**config.mk**
```make
export PLATFORM = sky130hd
export DESIGN_NAME = sga_game_ctrl_flat
export DESIGN_NICKNAME = d
export VERILOG_FILES = /design/src/rtl/sga_pkg.sv /design/src/rtl/sga_game_ctrl_if.sv /design/src/rtl/sga_render_seq.sv /design/src/rtl/sga_game_ctrl.sv /design/src/flat_wrapper.sv
export SDC_FILE = /design/constraint.sdc
export NUM_CORES = 1
export LEC_CHECK = 0
export BUFFER_PORTS_ARGS = -buffer_cell sky130_fd_sc_hd__buf_2
export CORE_MARGIN = 4
export CORE_UTILIZATION = 35
export CTS_BUF_LIST = sky130_fd_sc_hd__clkbuf_8
export DETAILED_ROUTE_END_ITERATION = 8
export PLACE_DENSITY = 0.6
export SYNTH_ARGS = -nofsm -noshare
export SYNTH_HDL_FRONTEND = slang
export SYNTH_HIERARCHICAL = 1
export SYNTH_SLANG_ARGS = --single-unit
```
**constraint.sdc**
```tcl
create_clock -name clock -period 9.6 [get_ports clock]
set_input_delay 0 -clock clock [delete_from_list [all_inputs] [get_ports clock]]
set_output_delay 0 -clock clock [all_outputs]
set_load 0.03 [all_outputs]
```
**src/rtl/sga_pkg.sv**
```systemverilog
// Shared constants, state codes and output decode for the Snake Game Arcade control unit.
package sga_pkg;

  localparam int unsigned SizeWDefault    = 6;
  localparam int unsigned MaxSizeDefault  = 36;
  localparam int unsigned InitSizeDefault = 1;

  // Enumerator values double as the db_state display codes.
  typedef enum logic [4:0] {
    StIdle            = 5'h00,
    StPrepara         = 5'h01,
    StGeraMacaInicial = 5'h02,
    StRenderiza       = 5'h03,
    StEspera          = 5'h04,
    StRegistra        = 5'h05,
    StMove            = 5'h06,
    StCompara         = 5'h07,
    StComeuMaca       = 5'h08,
    StCresce          = 5'h09,
    StGeraMaca        = 5'h0A,
    StPausou          = 5'h0B,
    StFezNada         = 5'h0C,
    StPerdeu          = 5'h0D,
    StGanhou          = 5'h0E
  } state_e;

  typedef struct packed {
    logic       apple_req;
    logic       register_dir;
    logic       move;
    logic       paused;
    logic       won;
    logic       lost;
    logic       finished;
    logic [4:0] db_state;
  } ctrl_out_t;

  function automatic ctrl_out_t decode_outputs(state_e st);
    ctrl_out_t o;
    o              = '0;
    o.db_state     = st;
    o.apple_req    = (st == StGeraMacaInicial) || (st == StGeraMaca);
    o.register_dir = (st == StRegistra);
    o.move         = (st == StMove);
    o.paused       = (st == StPausou);
    o.won          = (st == StGanhou);
    o.lost         = (st == StPerdeu);
    o.finished     = (st == StGanhou) || (st == StPerdeu);
    return o;
  endfunction

endpackage

```
**src/rtl/sga_game_ctrl_if.sv**
```systemverilog
// Handshake and status bundle between the game controller and its datapath/apple generator.
interface sga_game_ctrl_if #(
  parameter int unsigned SIZE_W = 6
);
  logic              start;
  logic              pause;
  logic              end_play_time;
  logic              is_at_apple;
  logic              is_at_border;
  logic              is_at_body;
  logic              apple_ack;
  logic              render_ready;
  logic              apple_req;
  logic              register_dir;
  logic              move;
  logic              render_valid;
  logic [SIZE_W-1:0] render_addr;
  logic [SIZE_W-1:0] size;
  logic              paused;
  logic              won;
  logic              lost;
  logic              finished;
  logic [4:0]        db_state;

  modport master (
    input  start, pause, end_play_time, is_at_apple, is_at_border, is_at_body,
           apple_ack, render_ready,
    output apple_req, register_dir, move, render_valid, render_addr, size,
           paused, won, lost, finished, db_state
  );

  modport slave (
    output start, pause, end_play_time, is_at_apple, is_at_border, is_at_body,
           apple_ack, render_ready,
    input  apple_req, register_dir, move, render_valid, render_addr, size,
           paused, won, lost, finished, db_state
  );
endinterface

```
**src/rtl/sga_render_seq.sv**
```systemverilog
// Render index sequencer: walks segments 0..size-1, one per accepted cycle.
module sga_render_seq #(
  parameter int unsigned SIZE_W = 6
) (
  input  logic              clock,
  input  logic              restart,
  input  logic              enable,
  input  logic              clear,
  input  logic              ready,
  input  logic [SIZE_W-1:0] size,
  output logic              valid,
  output logic [SIZE_W-1:0] addr,
  output logic              last
);
  logic              valid_q;
  logic [SIZE_W-1:0] addr_q;

  assign valid = valid_q;
  assign addr  = addr_q;
  assign last  = (addr_q == (size - SIZE_W'(1)));

  always_ff @(posedge clock or negedge restart) begin
    if (!restart) begin
      valid_q <= 1'b0;
      addr_q  <= '0;
    end else begin
      valid_q <= enable;
      if (clear) begin
        addr_q <= '0;
      end else if (valid_q && ready && !last) begin
        addr_q <= addr_q + SIZE_W'(1);
      end
    end
  end
endmodule

```
**src/rtl/sga_game_ctrl.sv**
```systemverilog
// Snake Game Arcade play-loop controller: apple, render, move, compare, grow, win/lose, pause.
module sga_game_ctrl
  import sga_pkg::*;
#(
  parameter int unsigned SIZE_W    = SizeWDefault,
  parameter int unsigned MAX_SIZE  = MaxSizeDefault,
  parameter int unsigned INIT_SIZE = InitSizeDefault,
  parameter int unsigned WRAP_MODE = 0
) (
  input logic             clock,
  input logic             restart,
  sga_game_ctrl_if.master bus
);
  localparam logic [SIZE_W-1:0] InitSz  = SIZE_W'(INIT_SIZE);
  localparam logic [SIZE_W-1:0] MaxSz   = SIZE_W'(MAX_SIZE);
  localparam logic [SIZE_W-1:0] MaxLast = SIZE_W'(MAX_SIZE - 1);

  state_e            state_q, state_d;
  ctrl_out_t         out_q;
  logic [SIZE_W-1:0] size_q;
  logic              rs_valid, rs_last, rs_enable, rs_clear, seg_done, hit;
  logic [SIZE_W-1:0] rs_addr;

  assign seg_done  = rs_valid & bus.render_ready & rs_last;
  assign hit       = bus.is_at_body | (bus.is_at_border & (WRAP_MODE == 0));
  assign rs_enable = (state_d == StRenderiza);
  // Every entry into RENDERIZA restarts the redraw from segment 0.
  assign rs_clear  = rs_enable & (state_q != StRenderiza);

  always_comb begin
    state_d = state_q;
    case (state_q)
      StIdle:            if (bus.start) state_d = StPrepara;
      StPrepara:         state_d = StGeraMacaInicial;
      StGeraMacaInicial: if (bus.apple_ack) state_d = StRenderiza;
      StGeraMaca:        if (bus.apple_ack) state_d = StRenderiza;
      StRenderiza:       if (seg_done) state_d = StEspera;
      StEspera: begin
        if (bus.pause)              state_d = StPausou;
        else if (bus.end_play_time) state_d = StRegistra;
      end
      StRegistra:        state_d = StMove;
      StMove:            state_d = StCompara;
      StCompara: begin
        if (hit)                  state_d = StPerdeu;
        else if (bus.is_at_apple) state_d = StComeuMaca;
        else                      state_d = StFezNada;
      end
      StComeuMaca:       state_d = StCresce;
      StCresce:          state_d = (size_q == MaxLast) ? StGanhou : StGeraMaca;
      StFezNada:         state_d = StRenderiza;
      StPausou:          if (bus.start && !bus.pause) state_d = StRenderiza;
      StPerdeu, StGanhou: if (bus.start) state_d = StPrepara;
      default:           state_d = StIdle;
    endcase
  end

  // Outputs are registered from the next state so they track state_q exactly.
  always_ff @(posedge clock or negedge restart) begin
    if (!restart) begin
      state_q <= StIdle;
      out_q   <= '0;
      size_q  <= InitSz;
    end else begin
      state_q <= state_d;
      out_q   <= decode_outputs(state_d);
      if (state_d == StPrepara) begin
        size_q <= InitSz;
      end else if (state_q == StCresce && size_q != MaxSz) begin
        size_q <= size_q + SIZE_W'(1);
      end
    end
  end

  sga_render_seq #(
    .SIZE_W (SIZE_W)
  ) u_render_seq (
    .clock   (clock),
    .restart (restart),
    .enable  (rs_enable),
    .clear   (rs_clear),
    .ready   (bus.render_ready),
    .size    (size_q),
    .valid   (rs_valid),
    .addr    (rs_addr),
    .last    (rs_last)
  );

  assign bus.apple_req    = out_q.apple_req;
  assign bus.register_dir = out_q.register_dir;
  assign bus.move         = out_q.move;
  assign bus.paused       = out_q.paused;
  assign bus.won          = out_q.won;
  assign bus.lost         = out_q.lost;
  assign bus.finished     = out_q.finished;
  assign bus.db_state     = out_q.db_state;
  assign bus.size         = size_q;
  assign bus.render_valid = rs_valid;
  assign bus.render_addr  = rs_addr;
endmodule

```
**src/flat_wrapper.sv**
```systemverilog
// flat-port wrapper written by rule: the top's interface ports become plain ports
module sga_game_ctrl_flat import sga_pkg::*;
#(
  parameter int unsigned SIZE_W    = SizeWDefault,
  parameter int unsigned MAX_SIZE  = MaxSizeDefault,
  parameter int unsigned INIT_SIZE = InitSizeDefault,
  parameter int unsigned WRAP_MODE = 0
)
  (clock, restart, bus_start, bus_pause, bus_end_play_time, bus_is_at_apple, bus_is_at_border, bus_is_at_body, bus_apple_ack, bus_render_ready, bus_apple_req, bus_register_dir, bus_move, bus_render_valid, bus_render_addr, bus_size, bus_paused, bus_won, bus_lost, bus_finished, bus_db_state);
  sga_game_ctrl_if #(.SIZE_W(SIZE_W)) bus_i ();
  input logic clock;
  input logic restart;
  input wire logic [$bits(bus_i.start)-1:0] bus_start;
  input wire logic [$bits(bus_i.pause)-1:0] bus_pause;
  input wire logic [$bits(bus_i.end_play_time)-1:0] bus_end_play_time;
  input wire logic [$bits(bus_i.is_at_apple)-1:0] bus_is_at_apple;
  input wire logic [$bits(bus_i.is_at_border)-1:0] bus_is_at_border;
  input wire logic [$bits(bus_i.is_at_body)-1:0] bus_is_at_body;
  input wire logic [$bits(bus_i.apple_ack)-1:0] bus_apple_ack;
  input wire logic [$bits(bus_i.render_ready)-1:0] bus_render_ready;
  output wire logic [$bits(bus_i.apple_req)-1:0] bus_apple_req;
  output wire logic [$bits(bus_i.register_dir)-1:0] bus_register_dir;
  output wire logic [$bits(bus_i.move)-1:0] bus_move;
  output wire logic [$bits(bus_i.render_valid)-1:0] bus_render_valid;
  output wire logic [$bits(bus_i.render_addr)-1:0] bus_render_addr;
  output wire logic [$bits(bus_i.size)-1:0] bus_size;
  output wire logic [$bits(bus_i.paused)-1:0] bus_paused;
  output wire logic [$bits(bus_i.won)-1:0] bus_won;
  output wire logic [$bits(bus_i.lost)-1:0] bus_lost;
  output wire logic [$bits(bus_i.finished)-1:0] bus_finished;
  output wire logic [$bits(bus_i.db_state)-1:0] bus_db_state;
  assign bus_i.start = bus_start;
  assign bus_i.pause = bus_pause;
  assign bus_i.end_play_time = bus_end_play_time;
  assign bus_i.is_at_apple = bus_is_at_apple;
  assign bus_i.is_at_border = bus_is_at_border;
  assign bus_i.is_at_body = bus_is_at_body;
  assign bus_i.apple_ack = bus_apple_ack;
  assign bus_i.render_ready = bus_render_ready;
  assign bus_apple_req = bus_i.apple_req;
  assign bus_register_dir = bus_i.register_dir;
  assign bus_move = bus_i.move;
  assign bus_render_valid = bus_i.render_valid;
  assign bus_render_addr = bus_i.render_addr;
  assign bus_size = bus_i.size;
  assign bus_paused = bus_i.paused;
  assign bus_won = bus_i.won;
  assign bus_lost = bus_i.lost;
  assign bus_finished = bus_i.finished;
  assign bus_db_state = bus_i.db_state;
  sga_game_ctrl #(.SIZE_W(SIZE_W), .MAX_SIZE(MAX_SIZE), .INIT_SIZE(INIT_SIZE), .WRAP_MODE(WRAP_MODE)) u_core (.clock(clock), .restart(restart), .bus(bus_i));
endmodule
```
==> out/results.tsv <==
stage	metric	value	unit
power_and_ir_drop	leakage	0.9223	nW
finish	fin cells	256	
placed_design	dpl cell area	1869	um2
routing	Post-DRT Antenna Nets	0	
setup_path	Setup CP Type	register to register	
global_routing	wire length of the first global-routing pass	6.417	mm
logic_synthesis	register area share after synthesis	37.30	%
logic_synthesis	register bit count reported by yosys	25	
finish	final layout net count	219	
routing	DR DRC count	0	
global_routing	antenna violations before repair	0	
clock_network	clock buffer depth	2	
placed_design	worst slack, placed	5.676	ns
flow_run	max cap viols	0	
timing	RSZ-0062 raised after global routing	no	
power_and_ir_drop	VDD IR max	0.00006111	V
routing	WL final	3.731	mm
logic_synthesis	top cells by area, synth	dfrtp_1 36%, nor2_1 4.2%, xor2_1 4.2%	
timing	Max Clock Skew	0.005138	ns
global_routing	most used routing layer	met2	
outcome	outcome	complete, no violations	
timing	Final Cycle Share	41.11	%
timing	Setup TNS Final	0	ns
global_routing	largest net degree at the start of global routing	26	
setup_path	CP Data Required Time	9.76	ns
placed_design	DP Wirelength	2.781	mm
logic_synthesis	synthesized area per cell	9.770	um2
placed_design	I/O Buffers	34	
setup_path	CP max FO	8	
timing	endpoints failing hold	0	
setup_path	CP Cell Sequence	inv_1 > ha_1 > nand2b_1 > a21oi_1 > nor4_4 > and2_1 > and3_1 > mux2_2 > o211ai_1 > o21bai_1 > nor4_1 > nand2b_1 > a21oi_1 > a31o_2	
logic_synthesis	Main synth FF type	dfrtp_1	
setup_path	crit path capture type	register	
setup_path	CP peak stage delay	0.89	ns
finish	final core occ	42.81	%
logic_synthesis	Distinct cells, synth	56	
routing	First-pass DRT Iterations	4	
finish	Antenna Cells	0	
clock_network	Clock transition at path regs	0.09	ns
setup_path	CP Launch Type	register	
finish	fillers	461	
clock_network	Num CTS Buffers	3	
die	Starting Density	37.31	%
die	# rows	24	
min_path	HP Class	input pin to register	
setup_path	Worst Path Arrival	4.11	ns
logic_synthesis	Syn Inst Count	172	
routing	drt wl/cell	14.57	um
placed_design	placed cells	251	
timing	fmax	253.4	MHz
timing	final setup fails	0	
logic_synthesis	EDFF count, synth	0	
global_routing	grt met3 use	1.991	%
die	Die W	77.29	um
global_routing	met1 Resource Use GR	17.94	%
die	Die Area	5974	um2
timing	worst rel slew slack	22.09	%
timing	fin crit period	3.947	ns
logic_synthesis	biggest area consumer among synthesized cells	dfrtp_1	
logic_synthesis	async set or reset register ratio after synthesis	100.0	%
setup_path	slowest CP cell	nor4_1	
logic_synthesis	Syn Nets	186	
finish	final instance area	1928	um2
routing	vias per inst	5.328	
timing	max-slew violation count	0	
global_routing	global-route met2 utilization	20.38	%
clock_network	CTS tree	done	
clock_network	clk root buf	clkbuf_8	
timing	final setup margin	5.653	ns
logic_synthesis	Synth top area share	35.74	%
routing	DRT iter0 DRCs	47	
placed_design	routability cong.	0.7493	
timing	Slew @ Worst Pin	1.158	ns
die	Core Box Area	4504	um2
power_and_ir_drop	pwr dens	111.8	nW/um2
routing	vias	1364	
die	top-level port count	35	
global_routing	grt total ovfl	0	
clock_network	PostCTS Resize Cnt	0	
logic_synthesis	number of synthesis warnings	6	
clock_network	CTS sink count	25	
min_path	worst hold start	bus_start	
global_routing	vias in the first global route	1355	
setup_path	Crit Reg-Reg Startpoint	u_core/bus.size[0]$_DFFE_PN1P_	
global_routing	Global Route Usage Sum	12.93	%
clock_network	post-CTS setup buffers	0	
die	Die H	77.29	um
setup_path	crit path from	u_core/bus.size[0]$_DFFE_PN1P_	
clock_network	H-Tree Level Count	1	
finish	share of cells above drive strength 1	26.96	%
logic_synthesis	mapped cell area	1680	um2
clock_network	worst skew pair latency	0.27	ns
clock_network	CTS hold repair buffers	1	
finish	P&R area growth vs syn	14.74	%
==> per-layer routing <==
metal	vias up	routed length [um]
li1	689	-
met1	647	1828
met2	26	1748
met5	-	0
met4	0	21
met3	2	133
==> cell type report <==
type	count	area (um2)	area share [%]
clock inverter	1	7.507	0.3894
timing repair buffer	35	180.2	9.345
clock buffer	3	41.29	2.141
multi-input combinational	134	984.7	51.07
sequential	25	626.9	32.51
inverter	6	22.52	1.168
tap	52	65.06	3.374
==> final timing paths <==
check | depth (start not counted) | slack, ns | end
max | 14 | 5.65 | u_core/u_render_seq/addr[2]$_DFFE_PN0P_
min | 3 | 0.17 | u_core/bus.paused$_DFF_PN0_
max reg2reg | 14 | 5.65 | u_core/u_render_seq/addr[2]$_DFFE_PN0P_
min reg2reg | 2 | 0.62 | u_core/u_render_seq/addr[4]$_DFFE_PN0P_
max in group asynchronous | 2 | 8.96 | u_core/u_render_seq/valid$_DFF_PN0_
min in group asynchronous | 2 | 0.25 | u_core/bus.size[1]$_DFFE_PN0P_
==> sequential cells by signal, summed over array words and instances, names as in the netlist <==
name,count
u_core/bus.db_state,5
u_core/bus.paused,1
u_core/bus.finished,1
u_core/bus.size,6
u_core/u_render_seq/addr,6
u_core/u_render_seq/valid,1
u_core/bus.lost,1
u_core/bus.register_dir,1
u_core/bus.won,1
u_core/bus.move,1
u_core/bus.apple_req,1
==> worst max-delay path, delay by kind of cell, from the launching register on <==
kind                     cells  cell delay, ns
multiplexers                 1            0.26
adder cells (fa/ha/maj)      1            0.20
buffers and inverters        1            0.06
AO/OA/AOI/OAI                5            0.99
flip-flops                   1            0.60
AND/OR/NAND/NOR              6            1.71
==> synthesized netlist by cell type (all sizes together) (3+ instances only) <==
cell type and n:
a21oi 12, and3 5, buf 6, dfrtp 24, ha 4, inv 6
mux2 3, nand2 5, nand2b 5, nand4 3, nor2 19, nor3 6
nor3b 3, o211ai 3, o21a 3, o21ai 4, o21bai 3, or2 3
xnor2 6, xor2 8
==> stage by stage <==
| step | power [W] | hold WS, ns |
|---|---|---|
| 6_report | 0.0002155 | 0.1665 |
| 4_1_cts | 0.0002196 | 0.1625 |
| 3_5_place_dp | 0.0001541 | 0.02894 |
| 5_1_grt | 0.0002285 | 0.2040 |
| 2_1_floorplan | 0.0001428 | -0.2956 |
| 3_3_place_gp | 0.0001538 | 0.03305 |
==> layout by cell type, fill, tap and decap left out, types with 5 or more instances in the layout <==
cell and instances:
a21oi_1 11, and3_1 5, buf_2 34, dfrtp_1 24, inv_1 6, nand2_1 5
nand2b_1 5, nor2_1 19, nor3_1 5, xnor2_1 6, xor2_1 8
==> where the power goes <==
part           switching, W  internal (W)
combinational     0.0000222     0.0000142
sequential       0.00000734      0.000108
clock             0.0000344     0.0000294
total             0.0000639      0.000152
==> logic make-up (layout without fill, tap and decap cells) <==
kind of cell / after synthesis / count (layout) / share of synthesized area (%)
other: 1 / 1 / 0.2232
flip-flops: 25 / 25 / 37.31
AND/OR/NAND/NOR: 71 / 71 / 26.58
multiplexers: 4 / 4 / 2.606
XOR/XNOR: 14 / 14 / 7.297
buffers and inverters: 13 / 45 / 4.095
adder cells (fa/ha/maj): 4 / 4 / 2.979
AO/OA/AOI/OAI: 40 / 40 / 18.91
(Power assumes the default switching activity.)
